### config.mk
export PLATFORM = sky130hd
export DESIGN_NAME = vga_console_sequencer
export DESIGN_NICKNAME = d
export VERILOG_FILES = /design/src/rtl/vga_console_pkg.sv /design/src/rtl/vga_console_sequencer.sv
export SDC_FILE = /design/constraint.sdc
export NUM_CORES = 1
export LEC_CHECK = 0
export ABC_CLOCK_PERIOD_IN_PS = 5100
export CORE_UTILIZATION = 51
export DETAILED_ROUTE_END_ITERATION = 12
export PLACE_DENSITY = 0.87
export SLEW_MARGIN = 25
export SYNTH_ARGS = -nofsm -noshare
export SYNTH_HDL_FRONTEND = slang
export SYNTH_SLANG_ARGS = --single-unit
### constraint.sdc
create_clock -name clk -period 5.1 [get_ports clk]
set_input_delay 1.02 -clock clk [delete_from_list [all_inputs] [get_ports clk]]
set_output_delay 1.02 -clock clk [all_outputs]
set_load 0.005 [all_outputs]
### src/rtl/vga_console_pkg.sv
// rtl/vga_console_pkg.sv - shared defaults, state encoding and control codes for the console sequencer
package vga_console_pkg;

  localparam int DEFAULT_NUM_ROWS = 3;
  localparam int DEFAULT_NUM_COLS = 10;
  localparam int NUM_CHARS        = DEFAULT_NUM_ROWS * DEFAULT_NUM_COLS;

  typedef enum logic [1:0] {
    IDLE,
    CLEAR,
    SCROLL_COPY,
    SCROLL_FILL
  } state_t;

  localparam logic [7:0] LF        = 8'h0A;
  localparam logic [7:0] CR        = 8'h0D;
  localparam logic [7:0] BS        = 8'h08;
  localparam logic [7:0] FF        = 8'h0C;
  localparam logic [7:0] SPACE     = 8'h20;
  localparam logic [7:0] PRINT_MAX = 8'h7E;

endpackage

### src/rtl/vga_console_sequencer.sv
// rtl/vga_console_sequencer.sv - terminal byte stream to text-buffer writes with clear and scroll sequencing
// Optional: VGA_CONSOLE_VBLANK_SYNC_EN restricts all buffer activity to vertical blanking.
module vga_console_sequencer
  import vga_console_pkg::*;
#(
  parameter int NUM_ROWS = DEFAULT_NUM_ROWS,
  parameter int NUM_COLS = DEFAULT_NUM_COLS
) (
  input  logic       clk,
  input  logic       rst,
  input  logic       in_valid,
  input  logic [7:0] in_data,
  output logic       in_ready,
  input  logic       vblank,
  output logic [4:0] buf_raddr,
  input  logic [6:0] buf_rdata,
  output logic       buf_we,
  output logic [4:0] buf_waddr,
  output logic [6:0] buf_wdata,
  output logic [1:0] cursor_row,
  output logic [3:0] cursor_col,
  output logic       busy
);

  localparam int TOTAL_CHARS   = NUM_ROWS * NUM_COLS;
  localparam int LAST_ROW_BASE = (NUM_ROWS - 1) * NUM_COLS;

  state_t     state_q, state_d;
  logic [4:0] idx_q, idx_d;
  logic [1:0] row_q, row_d;
  logic [3:0] col_q, col_d;
  logic [4:0] cur_addr;
  logic       hold;
  logic       advance;

  assign cur_addr   = 5'(int'(row_q) * NUM_COLS + int'(col_q));
  assign cursor_row = rst ? 2'd0 : row_q;
  assign cursor_col = rst ? 4'd0 : col_q;

`ifndef VGA_CONSOLE_VBLANK_SYNC_EN
  logic unused_vblank;
  assign unused_vblank = vblank;
`endif

  always_ff @(posedge clk) begin
    if (rst) begin
      state_q <= CLEAR;
      idx_q   <= '0;
      row_q   <= '0;
      col_q   <= '0;
    end else begin
      state_q <= state_d;
      idx_q   <= idx_d;
      row_q   <= row_d;
      col_q   <= col_d;
    end
  end

  always_comb begin
    state_d   = state_q;
    idx_d     = idx_q;
    row_d     = row_q;
    col_d     = col_q;
    in_ready  = 1'b0;
    buf_we    = 1'b0;
    buf_waddr = '0;
    buf_wdata = '0;
    buf_raddr = '0;
    advance   = 1'b0;
    hold      = 1'b0;
`ifdef VGA_CONSOLE_VBLANK_SYNC_EN
    hold      = !vblank;
`endif
    busy      = rst || (state_q != IDLE);

    // A held cycle freezes state and idx so an interrupted sequence resumes in place.
    if (!rst && !hold) begin
      unique case (state_q)
        IDLE: begin
          in_ready = 1'b1;
          if (in_valid) begin
            if (in_data >= SPACE && in_data <= PRINT_MAX) begin
              buf_we    = 1'b1;
              buf_waddr = cur_addr;
              buf_wdata = in_data[6:0];
              if (col_q == 4'(NUM_COLS - 1)) begin
                col_d   = '0;
                advance = 1'b1;
              end else begin
                col_d = col_q + 4'd1;
              end
            end else if (in_data == LF) begin
              col_d   = '0;
              advance = 1'b1;
            end else if (in_data == CR) begin
              col_d = '0;
            end else if (in_data == BS && col_q != 4'd0) begin
              col_d     = col_q - 4'd1;
              buf_we    = 1'b1;
              buf_waddr = cur_addr - 5'd1;
              buf_wdata = SPACE[6:0];
            end else if (in_data == FF) begin
              row_d   = '0;
              col_d   = '0;
              idx_d   = '0;
              state_d = CLEAR;
            end
          end
        end
        CLEAR: begin
          buf_we    = 1'b1;
          buf_waddr = idx_q;
          buf_wdata = SPACE[6:0];
          if (idx_q == 5'(TOTAL_CHARS - 1)) begin
            idx_d   = '0;
            state_d = IDLE;
          end else begin
            idx_d = idx_q + 5'd1;
          end
        end
        SCROLL_COPY: begin
          // Reads run one row ahead of writes, so each source is read before it is overwritten.
          buf_raddr = idx_q + 5'(NUM_COLS);
          buf_we    = 1'b1;
          buf_waddr = idx_q;
          buf_wdata = buf_rdata;
          idx_d     = idx_q + 5'd1;
          if (idx_q == 5'(LAST_ROW_BASE - 1)) state_d = SCROLL_FILL;
        end
        SCROLL_FILL: begin
          buf_we    = 1'b1;
          buf_waddr = idx_q;
          buf_wdata = SPACE[6:0];
          if (idx_q == 5'(TOTAL_CHARS - 1)) begin
            idx_d   = '0;
            state_d = IDLE;
          end else begin
            idx_d = idx_q + 5'd1;
          end
        end
        default: state_d = IDLE;
      endcase

      if (advance) begin
        if (row_q == 2'(NUM_ROWS - 1)) begin
          idx_d   = '0;
          state_d = SCROLL_COPY;
        end else begin
          row_d = row_q + 2'd1;
        end
      end
    end
  end

endmodule

; After elaboration in Yosys (flattened, before gate mapping)
; Cells that the tools add are included.
; Widths: inputs -> output; s select.
[classes]
add_sub_neg = 7
mul = 1
div = 0
order_cmp = 2
eq_ne = 11
shifts = 0
n_mux = 69
bitwise = 0
n_reduce_logical = 10
[op_table]
columns = cell, n
row1 = $mux 5, 17
row2 = $mux 2, 20
row3 = $eq 8x4->1 const B, 4
row4 = $mux 4, 7
row5 = $mux 7, 3
row6 = $pmux 7 s3, 1
row7 = $mux 6, 3
row8 = $pmux 5 s3, 1
row9 = $mux 1, 14
row10 = $eq 5x5->1 const B, 2
row11 = $pmux 5 s2, 1
row12 = $ge 8x6->1 const B, 1
row13 = $le 8x7->1 const B, 1
row14 = $eq 2x2->1 const B, 3
row15 = $pmux 2 s3, 1
row16 = $add 5x1->5 const B, 1
row17 = $add 5x4->5, 1
row18 = $add 5x4->5 const B, 1
row19 = $reduce_bool 5->1, 1
row20 = $sub 5x1->5 const B, 1
row21 = $add 4x1->4 const B, 1
row22 = $eq 4x4->1 const B, 1
row23 = $mul 2x3->4 const B, 1
row24 = $reduce_bool 4->1, 1
row25 = other kinds (11), 12
[totals]
reg_bits = 13
latch_bits = 0
ramBits = 0
mem_bits_ro = 0
in_bits = 19
output_inout_bits = 26
word_cells = 104
memories = 0

; Longest topological paths before layout
[depth]
depth_word = 10
depth_mapped = 7
depth_no_buf = 7

; Worst setup path after synthesis
; OpenSTA, ideal clock, no wires.
[synth_timing]
path_type = input -> output
start = in in_data[6]
end = out buf_waddr[2]
t_arrival_ps = 2373
setup_slack_ps = 1707
path_stages = 6
path_buffers = 1
path_cell_list = clkbuf_1 > nor4_1 > nand3b_1 > nand2_1 > a21oi_1 > a2111oi_0
[synth_via]
elab_chain_cells = 9
elab_cells_between_ends = 14
cone_classes = 2 x order compare / 3 x eq/ne / 7 x mux / 2 x reduce/logical
[synth_rtl]
columns = element, line
row1 = from (decl), vga_console_sequencer.sv:12  ; input logic [7:0] in_data,
row2 = $eq 8x4->1, vga_console_sequencer.sv:97  ; end else if (in_data == BS && col_q != 4'd0) begin
row3 = $logic_and 1x1->1, vga_console_sequencer.sv:97
row4 = $mux 5, vga_console_sequencer.sv:97
row5 = $mux 5, vga_console_sequencer.sv:95  ; end else if (in_data == CR) begin
row6 = $mux 5, vga_console_sequencer.sv:92  ; end else if (in_data == LF) begin
row7 = $mux 5 (*), vga_console_sequencer.sv:82  ; if (in_data >= SPACE && in_data <= PRINT_MAX) begin
row8 = $mux 5 (*), vga_console_sequencer.sv:81  ; if (in_valid) begin
row9 = $pmux 5 s2 (*), vga_console_sequencer.sv:78  ; unique case (state_q)
row10 = $mux 5 (*), vga_console_sequencer.sv:77  ; if (!rst && !hold) begin
row11 = to (decl), vga_console_sequencer.sv:18  ; output logic [4:0] buf_waddr,
; Mark *: on every way between the ends. The rest lies on a longest branch, timed or not.

; Worst setup path in the final report
[layout_timing]
start = in in_data[3]
end = out buf_waddr[4]
; The elaborated chain is that of the path after synthesis.

==> metrics.yaml <==
wl_met1_mm: 1.84
routed_wire_length_per_instance_um: 15.5
grt_max_degree: 17
fin_tns_setup_ns: 0
ys_ff_latch: 13
dr_wl_met3_um: 294
nets: 274
syn_to_final_growth_pct: 31.6
required_ns: 4.08
drc_errors: 0
max_stage_delay_ns: 0.61
synth_top_area_share_pct: 17.6
clock_skew_ns: 0.00638
die_width_um: 55.9
synth.most_common_cell: "nor2_1"
startpoint_type: "input pin"
p_leak_nw: 0.759
fillers: 244
tightest_slew_ns: 0.557
multi_input_area_um2: 1130
seq_area_um2: 260
drtIter0Drc: 71
end_kind: "output pin"
cts-root-buf: "clkbuf_4"
criticalPathCategory: "in -> out"
dp_slack_ns: 0.527
post_cts_buffers: 0
setup_violations: 0
synth_top_cells_by_count: "nor2_1, a21oi_1, dfxtp_1"
cp_max_fo: 8
cts_tree: "built"
setup_slack_ns: 0.543
status: "complete, no violations"
synthCells: 201
r2r_slack_ns: 2.86
layout-drive-gt1-share_pct: 4.55
path_cells: "clkdlybuf4s50_1 > nor4b_1 > nand3b_1 > buf_4 > a311o_1 > mux2i_1 > a211o_1 > clkdlybuf4s50_1"
async_reset_ff_share_pct: 0
gp_routability_congestion: 0.886
via_count: 1712
fin_crit_ns: 4.56
rows: 19
clock_latency_ns: 0.28
crit_top_cell: "clkdlybuf4s50_1"
grt_overflow: 0
synth_cell_type_count: 52
fmax_mhz: 219
syn_avg_cell_area_um2: 7.38
cap_violations: 0
ant_nets: 0
wl_met2_mm: 2.07
ctsResizeCount: 0
ys_seq_area_share_pct: 17.6
power_mw: 0.226
die_h_um: 55.9
fin_cells: 273
ys_warn_count: 0
synth_nets: 232
cts_made_buffers: 3
power.density_nw_per_um2: 116
rsz0062_at_grt: "false"
io_buffers: 43
grt_pass1_vias: 1564
ioPinCount: 45
mappedNetlistArea_um2: 1480
clock_sinks: 13
period_share_pct: 89.3
slew_headroom_pct: 62.5
track_usage_pct: 27.8
hold_viol: 0
synth_area_leaders: "dfxtp_1, ha_1, nor2_1"
hold_buffers: 0
cts.path.max_buffers: 2
yosysTopAreaCell: "dfxtp_1"
antenna_found_initial: 0
initial_core_util_pct: 53.8
h-tree-depth: 1
peakVddDrop_mv: 0.122
core-area_um2: 2760
synthFlopType: "dfxtp_1"
hold_path.class: "reg -> reg"
num_antenna_cells: 0
topRoutingLayerUsed: "met4"
dieArea_um2: 3130
vias_per_cell: 6.27
wirelength_mm: 4.22
dpl.cell_count: 269
firstDrtPassIters: 4
final_max_slew_viol_count: 0
clk_pin_slew_ns: 0.09
dp_hpwl_mm: 3.23
synth_edf_count: 0
grt_pass1_wl_mm: 7.07
critical_path.slowest_cell: "clkdlybuf4s50_1"
worst_ep_arrival_time_ns: 3.54
post-route-util_pct: 70.8
cell families after synthesis:
group	count (synthesis)	synth area share (%)
buf+inv	20	6.08
compound gates	62	30.0
simple gates	85	30.3
flops	13	17.6
fa+ha+maj	12	10.6
xor+xnor	7	4.14
mux	2	1.35
final timing paths:
path,cells after the start,end,start
worst max-delay path,8,buf_waddr[4],in_data[3]
worst min-delay path,1,idx_q[4],idx_q[4]
worst max register to register,5,idx_q[0],state_q[1]
worst min register to register,1,idx_q[4],idx_q[4]
power breakdown:
group	switching, mW	internal [mW]
logic	0.0248	0.0257
registers	0.00442	0.103
clock network	0.0376	0.0303
total	0.0669	0.159
sequential cells by signal (all words and copies together) (netlist names):
signal and cells:
idx_q 5, col_q 4, state_q 2, row_q 2
cells in the final DEF (no fill, tap or decap), drive strengths merged, types with 3 or more instances in the layout:
cell type      count
o21ai              4
nor2              28
o22ai              3
nor3               9
a211oi             5
a22oi              4
a22o               4
o211ai             5
nor2b              4
xnor2              3
a21oi             17
nand3b             3
clkdlybuf4s50     43
nand2             12
xor2               4
nor3b              4
ha                11
dfxtp             13
buf                3
nor4               3
inv               11
nand3              4
clkbuf             4
and3               4
or4                3
through the flow:
step	area [um2]	hold slack, ns
after floorplan	1480	0.505
after global placement	1930	0.557
after detailed placement	1930	0.564
after CTS	1950	0.573
after global routing	1950	0.606
final	1950	0.580
cell type report:
type / instances / area share, %
Multi-Input combinational cell: 168 / 58.0
Timing Repair Buffer: 46 / 23.2
Sequential cell: 13 / 13.3
Inverter: 11 / 2.12
Tap cell: 31 / 1.99
Clock buffer: 4 / 1.35
worst max-delay path: cells and delay by family:
kind,cells,cell delay (ns)
mux,1,0.13
compound gates,2,0.41
buf+inv,3,1.31
simple gates,2,0.66
layer usage:
| layer | up-vias | GRT usage, % |
|---|---|---|
| li1 | 845 | - |
| met1 | 792 | 38.2 |
| met2 | 73 | 45.1 |
| met3 | 2 | 5.58 |
| met4 | 0 | 6.27 |
| met5 | - | 0 |
Note: power is estimated with default switching activity, not from simulation.
